### config.mk
export PLATFORM = sky130hd
export DESIGN_NAME = mdu
export DESIGN_NICKNAME = d
export VERILOG_FILES = /design/src/rtl/mdu_pkg.sv /design/src/rtl/mdu_divstep.sv /design/src/rtl/mdu.sv
export SDC_FILE = /design/constraint.sdc
export NUM_CORES = 1
export LEC_CHECK = 0
export CORE_ASPECT_RATIO = 1.25
export CORE_UTILIZATION = 40
export DETAILED_ROUTE_END_ITERATION = 10
export PLACE_DENSITY = 0.59
export SETUP_SLACK_MARGIN = 0.2
export SYNTH_ARGS = -nofsm -noshare
export SYNTH_HDL_FRONTEND = slang
export SYNTH_HIERARCHICAL = 1
export SYNTH_SLANG_ARGS = --single-unit
export TNS_END_PERCENT = 1
### constraint.sdc
create_clock -name i_clock -period 12.9 [get_ports i_clock]
set_clock_uncertainty 0.15 [all_clocks]
set_input_delay 2.58 -clock i_clock [delete_from_list [all_inputs] [get_ports i_clock]]
set_output_delay 2.58 -clock i_clock [all_outputs]
set_load 0.02 [all_outputs]
### src/rtl/mdu_pkg.sv
// Shared opcodes, flag bit positions and FSM state type for the iterative multiply/divide unit.
package mdu_pkg;

   localparam logic [3:0] OP_MUL   = 4'h7;
   localparam logic [3:0] OP_MULHU = 4'h3;
   localparam logic [3:0] OP_DIVU  = 4'hF;
   localparam logic [3:0] OP_REMU  = 4'hE;

   localparam int unsigned FLAG_DZ   = 0;
   localparam int unsigned FLAG_MSB  = 1;
   localparam int unsigned FLAG_MULH = 2;

   typedef enum logic [1:0] {
      IDLE,
      BUSY,
      DONE
   } mdu_state_t;

   function automatic logic is_mdu_op(input logic [3:0] op);
      return (op == OP_MUL) || (op == OP_MULHU) || (op == OP_DIVU) || (op == OP_REMU);
   endfunction

   function automatic logic is_div_op(input logic [3:0] op);
      return (op == OP_DIVU) || (op == OP_REMU);
   endfunction

endpackage

### src/rtl/mdu_divstep.sv
// One combinational restoring-divide step: shift in a dividend bit, subtract the divisor if it fits.
module mdu_divstep #(
   parameter int unsigned XLEN = 32
) (
   input  logic [XLEN:0]   i_rem,
   input  logic            i_bit,
   input  logic [XLEN-1:0] i_divisor,
   output logic [XLEN:0]   o_rem_c,
   output logic            o_qbit_c
);

   logic [XLEN+1:0] w_shift;
   logic [XLEN+1:0] w_diff;

   // One extra guard bit so the borrow out of the trial subtraction is unambiguous
   assign w_shift  = {i_rem, i_bit};
   assign w_diff   = w_shift - {2'b00, i_divisor};
   assign o_qbit_c = ~w_diff[XLEN+1];
   assign o_rem_c  = o_qbit_c ? w_diff[XLEN:0] : w_shift[XLEN:0];

endmodule

### src/rtl/mdu.sv
// Iterative radix-2 multiply/divide unit with valid/ready request and result handshakes.
// Optional MDU_EARLY_OUT_EN: zero-operand ops finish one cycle after acceptance.
module mdu
   import mdu_pkg::*;
#(
   parameter int unsigned XLEN = 32,
   parameter int unsigned CNTW = $clog2(XLEN)
) (
   input  logic            i_clock,
   input  logic            i_reset,
   input  logic            i_flush,
   input  logic            i_in_valid,
   output logic            o_in_ready,
   input  logic [3:0]      i_operation,
   input  logic [XLEN-1:0] i_operand1,
   input  logic [XLEN-1:0] i_operand2,
   output logic            o_out_valid,
   input  logic            i_out_ready,
   output logic [XLEN-1:0] o_result,
   output logic [3:0]      o_flags
);

   mdu_state_t        r_state, w_state_next;
   logic [CNTW-1:0]   r_count;
   logic [3:0]        r_op;
   logic              r_skip;
   logic [2*XLEN-1:0] r_mcand, r_acc;
   logic [XLEN-1:0]   r_mplier, r_opa, r_divisor, r_quo;
   logic [XLEN:0]     r_rem;
   logic [XLEN-1:0]   r_result;
   logic [3:0]        r_flags;

   logic              w_accept, w_last_iter, w_finish, w_zero, w_skip, w_qbit;
   logic [2*XLEN-1:0] w_acc_next;
   logic [XLEN:0]     w_rem_next;
   logic [XLEN-1:0]   w_quo_next, w_res;
   logic [3:0]        w_flags;

   assign o_in_ready  = (r_state == IDLE);
   assign o_out_valid = (r_state == DONE);
   assign o_result    = r_result;
   assign o_flags     = r_flags;

   assign w_accept    = (r_state == IDLE) && i_in_valid && !i_flush;
   assign w_last_iter = (r_count == CNTW'(XLEN-1));
   assign w_finish    = (r_state == BUSY) && (r_skip || w_last_iter) && !i_flush;

`ifdef MDU_EARLY_OUT_EN
   assign w_zero = (((i_operation == OP_MUL) || (i_operation == OP_MULHU)) &&
                    ((i_operand1 == '0) || (i_operand2 == '0))) ||
                   (is_div_op(i_operation) && (i_operand2 == '0));
`else
   assign w_zero = 1'b0;
`endif
   assign w_skip = !is_mdu_op(i_operation) || w_zero;

   assign w_acc_next = r_acc + (r_mplier[0] ? r_mcand : '0);
   assign w_quo_next = {r_quo[XLEN-2:0], w_qbit};

   mdu_divstep #(.XLEN(XLEN)) u_divstep (
      .i_rem     (r_rem),
      .i_bit     (r_opa[XLEN-1]),
      .i_divisor (r_divisor),
      .o_rem_c   (w_rem_next),
      .o_qbit_c  (w_qbit)
   );

   // Result and flags captured on the finishing edge; skipped ops use the still-unshifted operands
   always_comb begin
      w_res   = '0;
      w_flags = '0;
      if (r_skip) begin
         if (r_op == OP_DIVU)      w_res = '1;
         else if (r_op == OP_REMU) w_res = r_opa;
         w_flags[FLAG_DZ] = is_div_op(r_op);
      end else begin
         unique case (r_op)
            OP_MUL:   w_res = w_acc_next[XLEN-1:0];
            OP_MULHU: w_res = w_acc_next[2*XLEN-1:XLEN];
            OP_DIVU:  w_res = w_quo_next;
            OP_REMU:  w_res = w_rem_next[XLEN-1:0];
            default:  w_res = '0;
         endcase
         w_flags[FLAG_DZ]   = is_div_op(r_op) && (r_divisor == '0);
         w_flags[FLAG_MULH] = (r_op == OP_MUL) && (w_acc_next[2*XLEN-1:XLEN] != '0);
      end
      w_flags[FLAG_MSB] = w_res[XLEN-1];
   end

   always_ff @(posedge i_clock or posedge i_reset) begin
      if (i_reset) r_state <= IDLE;
      else         r_state <= w_state_next;
   end

   always_comb begin
      w_state_next = r_state;
      unique case (r_state)
         IDLE:    if (i_in_valid) w_state_next = BUSY;
         BUSY:    if (r_skip || w_last_iter) w_state_next = DONE;
         DONE:    if (i_out_ready) w_state_next = IDLE;
         default: w_state_next = IDLE;
      endcase
      if (i_flush) w_state_next = IDLE;
   end

   always_ff @(posedge i_clock or posedge i_reset) begin
      if (i_reset) begin
         r_count   <= '0;
         r_op      <= '0;
         r_skip    <= 1'b0;
         r_mcand   <= '0;
         r_acc     <= '0;
         r_mplier  <= '0;
         r_opa     <= '0;
         r_divisor <= '0;
         r_quo     <= '0;
         r_rem     <= '0;
         r_result  <= '0;
         r_flags   <= '0;
      end else if (w_accept) begin
         r_count   <= '0;
         r_op      <= i_operation;
         r_skip    <= w_skip;
         r_mcand   <= {{XLEN{1'b0}}, i_operand1};
         r_acc     <= '0;
         r_mplier  <= i_operand2;
         r_opa     <= i_operand1;
         r_divisor <= i_operand2;
         r_quo     <= '0;
         r_rem     <= '0;
      end else if ((r_state == BUSY) && !i_flush) begin
         r_count  <= r_count + 1'b1;
         r_acc    <= w_acc_next;
         r_mcand  <= r_mcand << 1;
         r_mplier <= r_mplier >> 1;
         r_opa    <= r_opa << 1;
         r_rem    <= w_rem_next;
         r_quo    <= w_quo_next;
         if (w_finish) begin
            r_result <= w_res;
            r_flags  <= w_flags;
         end
      end
   end

endmodule

# Word-level counts from Yosys, hierarchy flattened
# Index checks and enable logic that the tools add are counted.
[totals]
register_bits = 335
input_bits = 73
word_cells = 79
[op_classes]
n_addsub = 3
eq_ne = 14
muxes = 27
bitwise = 2
reduce_logical = 20
[ops]
columns = ["op", "count"]
rows = [
  ["$mux 64", 5],
  ["$mux 32", 7],
  ["$pmux 32 s4", 1],
  ["$mux 33", 3],
  ["$add 64x64->64", 1],
  ["$mux 31", 2],
  ["$sub 34x32->34", 1],
  ["$logic_not 32->1", 1],
  ["$reduce_bool 32->1", 1],
  ["$eq 4x4->1 const B", 4],
  ["$mux 5", 2],
  ["$eq 4x2->1 const B", 2],
  ["$eq 4x3->1 const B", 2],
  ["$mux 2", 4],
  ["$logic_and 1x1->1", 7],
  ["$ne 3x3->1 const B", 2],
  ["$pmux 2 s3", 1],
  ["$reduce_and 3->1", 2],
  ["$add 5x1->5 const B", 1],
  ["$eq 5x5->1 const B", 1],
  ["$logic_or 1x1->1", 5],
  ["$ne 3x2->1 const B", 1],
  ["$eq 2x1->1 const B", 1],
  ["$eq 2x2->1 const B", 1],
  ["5 further kinds", 8],
]

# Longest topological paths before layout
[logic_depth]
depth_word = 5
ltp_mapped = 18
depth_no_buf = 16

# Hierarchy
# Netlist, hierarchy kept.
[by_module_without_submodules]
columns = ["mod", "n_inst", "cells_each", "area_each_um2", "seq_area_each_um2"]
rows = [
  ["mdu", 1, 1826, 17478.0, 7557.2],
  ["mdu_divstep", 1, 339, 2280.9, 0.0],
]

# Least setup slack after synthesis
# OpenSTA, ideal clock, no wires.
[synth_path]
kind = "input port to flip-flop"
from = "in i_flush"
to = "reg r_flags[2] (netlist: o_flags[2])"
t_arrival_ns = 4.885
path_slack_ns = 7.722
cell_stages = 11
n_path_buf = 1
path_cell_list = "nor2_1 and2_1 clkbuf_1 o21ai_2 nand2_1 o21ai_1 or4_1 or4b_1 or4_1 nor4_1 a41oi_1"
[synth_between]
elab_chain_cells = 4
word_cells_on_any_way = 6
[synth_lines]
columns = ["item", "line_no", "rtl"]
rows = [
  ["start: declaration", "mdu.sv:11", "input logic i_flush,"],
  ["$logic_not 1->1 *", "mdu.sv:44, mdu.sv:46, mdu.sv:131", ""],
  ["$logic_and 1x1->1", "mdu.sv:44", "assign w_accept = (r_state == IDLE) && i_in_valid && !i_flush;"],
  ["$not 1->1 (no source line)", "n/a", ""],
  ["$reduce_and 3->1 (no source line) *", "n/a", ""],
  ["end signal: assignment", "mdu.sv:141", "r_flags <= w_flags;"],
  ["end: declaration", "mdu.sv:31", "logic [3:0] r_flags;"],
]
# Every way passes the cells marked *; elsewhere a longest branch is shown, timed or not.
# A chain may end at the register's enable or synchronous reset.

# Worst setup path in the final report
# Ends and elaborated chain as after synthesis.

==> metrics.csv <==
stage,metric,value,unit
place,Port Buffers,109,
min_path,Min-Delay Path Class,flip-flop to flip-flop,
power,Clk pwr share,0.326,
die,Core ar.,0.0485,mm2
place,Setup WS pre-CTS,6.42,ns
worst_setup_path,worst reg2reg path depth,14,
layout,share of cells above drive strength 1,0.0935,
synth,ys flop type,dfrtp_1,
routing,vias per cell,5.93,
synth,asr flop ratio synth,1.00,
min_path,Hold Path Depth,2,
die,IO Count,111,
worst_setup_path,crit path capture type,flip-flop,
clock_tree,CTS tree,yes,
die,Starting Density,0.407,
worst_setup_path,crit start category,input port,
sta,RSZ-0062 raised after global routing,no,
place,GP Congestion,0.995,
synth,Synth Net Count,2337,
power,VDD IR max,112,uV
layout,Layout Cells excl Fill,2859,
die,DIE AREA,0.0503,mm2
worst_setup_path,CP Class,input port to flip-flop,
global_routing,GR Util All Layers,0.254,
synth,Post-Synthesis Cell Area,0.0198,mm2
layout,n_diodes,0,
run_status,status,finished clean,
sta,setup violators final,0,
clock_tree,"CTS clk-pin slew, worst paths",0.06,ns
clock_tree,setup repair bufs after CTS,0,
worst_setup_path,Reg-to-Reg End,o_result[15]$_DFFE_PP0P_,
die,# rows,90,
worst_setup_path,CP Data Required Time,13.13,ns
clock_tree,cts bufs inserted,35,
clock_tree,CTS resizes,0,
sta,min Tclk post-route,5.94,ns
global_routing,GRT overflow,0,
synth,Post-synth EDFFs,0,
power,sequential group share of total power,0.385,
sta,setup TNS,0,ns
power,pwr/cell area,144,mW/mm2
clock_tree,number of H-tree levels,2,
sta,Slew HR,0.245,
power,Lkg Pwr,10.1,nW
worst_setup_path,worst-path maximum fanout,60,
synth,Synth area leader,dfrtp_1,
worst_setup_path,reg2reg start,r_divisor[24]$_DFFE_PP0P_,
worst_setup_path,WP data arrival,6.18,ns
sta,Max Clock Freq,0.168,GHz
power,Switch Pwr,1.13,mW
sta,Slew @ Worst Pin,1.13,ns
run,maxcap violations,0,
routing,post-route ant nets,0,
routing,DR WL/cell,22.4,um
die,Vert. Die Dim,250,um
global_routing,largest net degree at the start of global routing,147,
routing,drt total wl,64.0,mm
min_path,worst hold endpoint,r_mplier[10]$_DFFE_PP0P_,
routing,vias after detailed routing,17000,
global_routing,initial antenna violation count,0,
synth,top-count cell post-synth,nand2_1,
synth,unique cell type count in the Yosys netlist,105,
synth,post-synth top area share,0.382,
routing,initial DRC count,1174,
global_routing,first-pass GRT wire length,99.9,mm
clock_tree,CTS root buffer,clkbuf_16,
synth,Syn. warnings,6,
place,count of placed standard cells including taps,2795,
routing,drt pass-1 iters,7,
sta,Hold Fails Final Rpt,0,
synth,register area share after synthesis,0.382,
layout,nets,2360,
clock_tree,total clock sinks,302,
layout,area growth from synthesis to layout,13.4,%
synth,Mapped Avg Cell Area,9.13,um2
clock_tree,Worst-Skew Late Latency,0.56,ns
routing,# DRC,0,
place,placed wire-length estimate,47.0,mm
clock_tree,cts hold-fix bufs,0,
global_routing,vias in the first global route,16800,
sta,fin. max-slew vios,0,
power,Int Pwr,2.11,mW
synth,"top cells by area, synth","dfrtp_1 (38%), a22o_1 (6.2%), ha_1 (6.1%), nand2_1 (5.9%), mux2_2 (3.9%)",
power,Switching Share,0.350,
worst_setup_path,"reg-to-reg slack, setup",7.19,ns
synth,Post-Synthesis Cells,2165,
die,Die X,201,um
clock_tree,Max clock buf depth,3,
power,Gate power share,0.289,
synth,#FFs+latches synth,302,
sta,worst setup margin,6.96,ns
min_path,HP Start,r_mplier[10]$_DFFE_PP0P_,
sta,period utilization,0.460,
synth,Commonest cells post-synth,"nand2_1 (310), dfrtp_1 (302), a22o_1 (140)",
-- layout by cell type, fill, tap and decap left out, types with 13 or more instances in the layout --
cell | Yosys | routed
a22oi_1 | 66 | 66
nand4_1 | 28 | 28
buf_4 | 6 | 19
mux2_2 | 69 | 69
nor4_1 | 16 | 16
xnor2_1 | 44 | 44
clkbuf_16 | 0 | 36
nand3_1 | 37 | 37
clkdlybuf4s50_1 | 0 | 109
or3_1 | 13 | 13
o21a_1 | 29 | 29
and3_1 | 14 | 14
o221ai_1 | 15 | 15
a22o_1 | 140 | 140
inv_1 | 64 | 63
o21bai_1 | 15 | 15
nor3_1 | 25 | 24
xor2_1 | 29 | 29
a21oi_1 | 118 | 118
o211ai_1 | 34 | 34
o21ai_0 | 123 | 123
mux2i_1 | 21 | 21
and2_1 | 75 | 74
dfrtp_1 | 302 | 301
ha_1 | 97 | 97
nor2_1 | 98 | 96
a222oi_1 | 14 | 14
a31oi_1 | 22 | 22
nand2_1 | 310 | 310
a21o_1 | 37 | 37
-- flip-flops by register name (all words and copies together) (netlist names), 4 cells and up --
register   flops
r_acc         64
r_mcand       64
r_rem         33
o_result      31
r_count        5
r_mplier      32
r_op           4
r_quo         31
r_divisor     32
-- per-layer routing --
layer	part of all wire	vias up	track usage
met2	0.50	431	0.444
met1	0.42	8384	0.323
met5	0	-	0
met4	0.037	0	0.0955
met3	0.042	106	0.0267
li1	-	8044	-
-- area by class of cell --
cell class,count,area [um2]
Tap cell,644,806
Timing Repair Buffer,129,1250
Inverter,65,251
Multi-Input combinational cell,1655,11300
Clock buffer,48,1030
Sequential cell,302,7560
Fill cell,4643,26100
Clock inverter,16,190
-- power by group through the flow --
| stage | Sequential, mW | Combinational (mW) | Clock (mW) |
|---|---|---|---|
| after global placement | 1.26 | 0.926 | 0 |
| after global routing | 1.27 | 1.02 | 1.12 |
| after floorplan | 1.27 | 0.595 | 0 |
| after detailed placement | 1.26 | 0.933 | 0 |
| final | 1.25 | 0.934 | 1.06 |
| after CTS | 1.25 | 0.937 | 1.08 |
-- cells by family after synthesis --
logic type      synth area share
compound gates             0.262
fa+ha+maj                 0.0634
simple gates               0.163
other cells             0.000190
xor+xnor                  0.0332
buf+inv                   0.0456
flops                      0.382
mux                       0.0500
-- worst max path at each step --
stage | to | slack (ns) | cells after the start | from
6_report | o_flags[2]$_DFFE_PP0P_ | 6.96 | 11 | i_flush
5_1_grt | o_flags[2]$_DFFE_PP0P_ | 6.72 | 11 | i_flush
4_1_cts | o_flags[2]$_DFFE_PP0P_ | 7.00 | 11 | i_flush
3_5_place_dp | o_flags[2]$_DFFE_PP0P_ | 6.42 | 11 | i_flush
3_3_place_gp | o_flags[2]$_DFFE_PP0P_ | 6.53 | 11 | i_flush
2_1_floorplan | o_flags[0]$_DFFE_PP0P_ | 1.82 | 1 | i_reset
-- metrics by stage --
step | hold WS (ns) | power [mW] | utilization | cell area (um2)
floorplan | 0.289 | 1.86 | - | 19800
global placement | 0.301 | 2.18 | 0.437 | 21200
detailed placement | 0.310 | 2.19 | 0.437 | 21200
CTS | 0.323 | 3.27 | 0.462 | 22400
global route | 0.334 | 3.40 | 0.462 | 22400
finish | 0.319 | 3.24 | 0.462 | 22400
-- critical path, stage by stage --
cell and delay (ns):
clkdlybuf4s50_1 0.45, nor2_1 0.18, and2_4 0.65, o21ai_2 0.28, nand2_1 0.16, o21ai_1 0.07, or4_1 0.39, or4b_1 0.52
or4_1 0.41, nor4_1 0.27, a41oi_1 0.14
No activity file was read; power rests on OpenSTA's default activity.
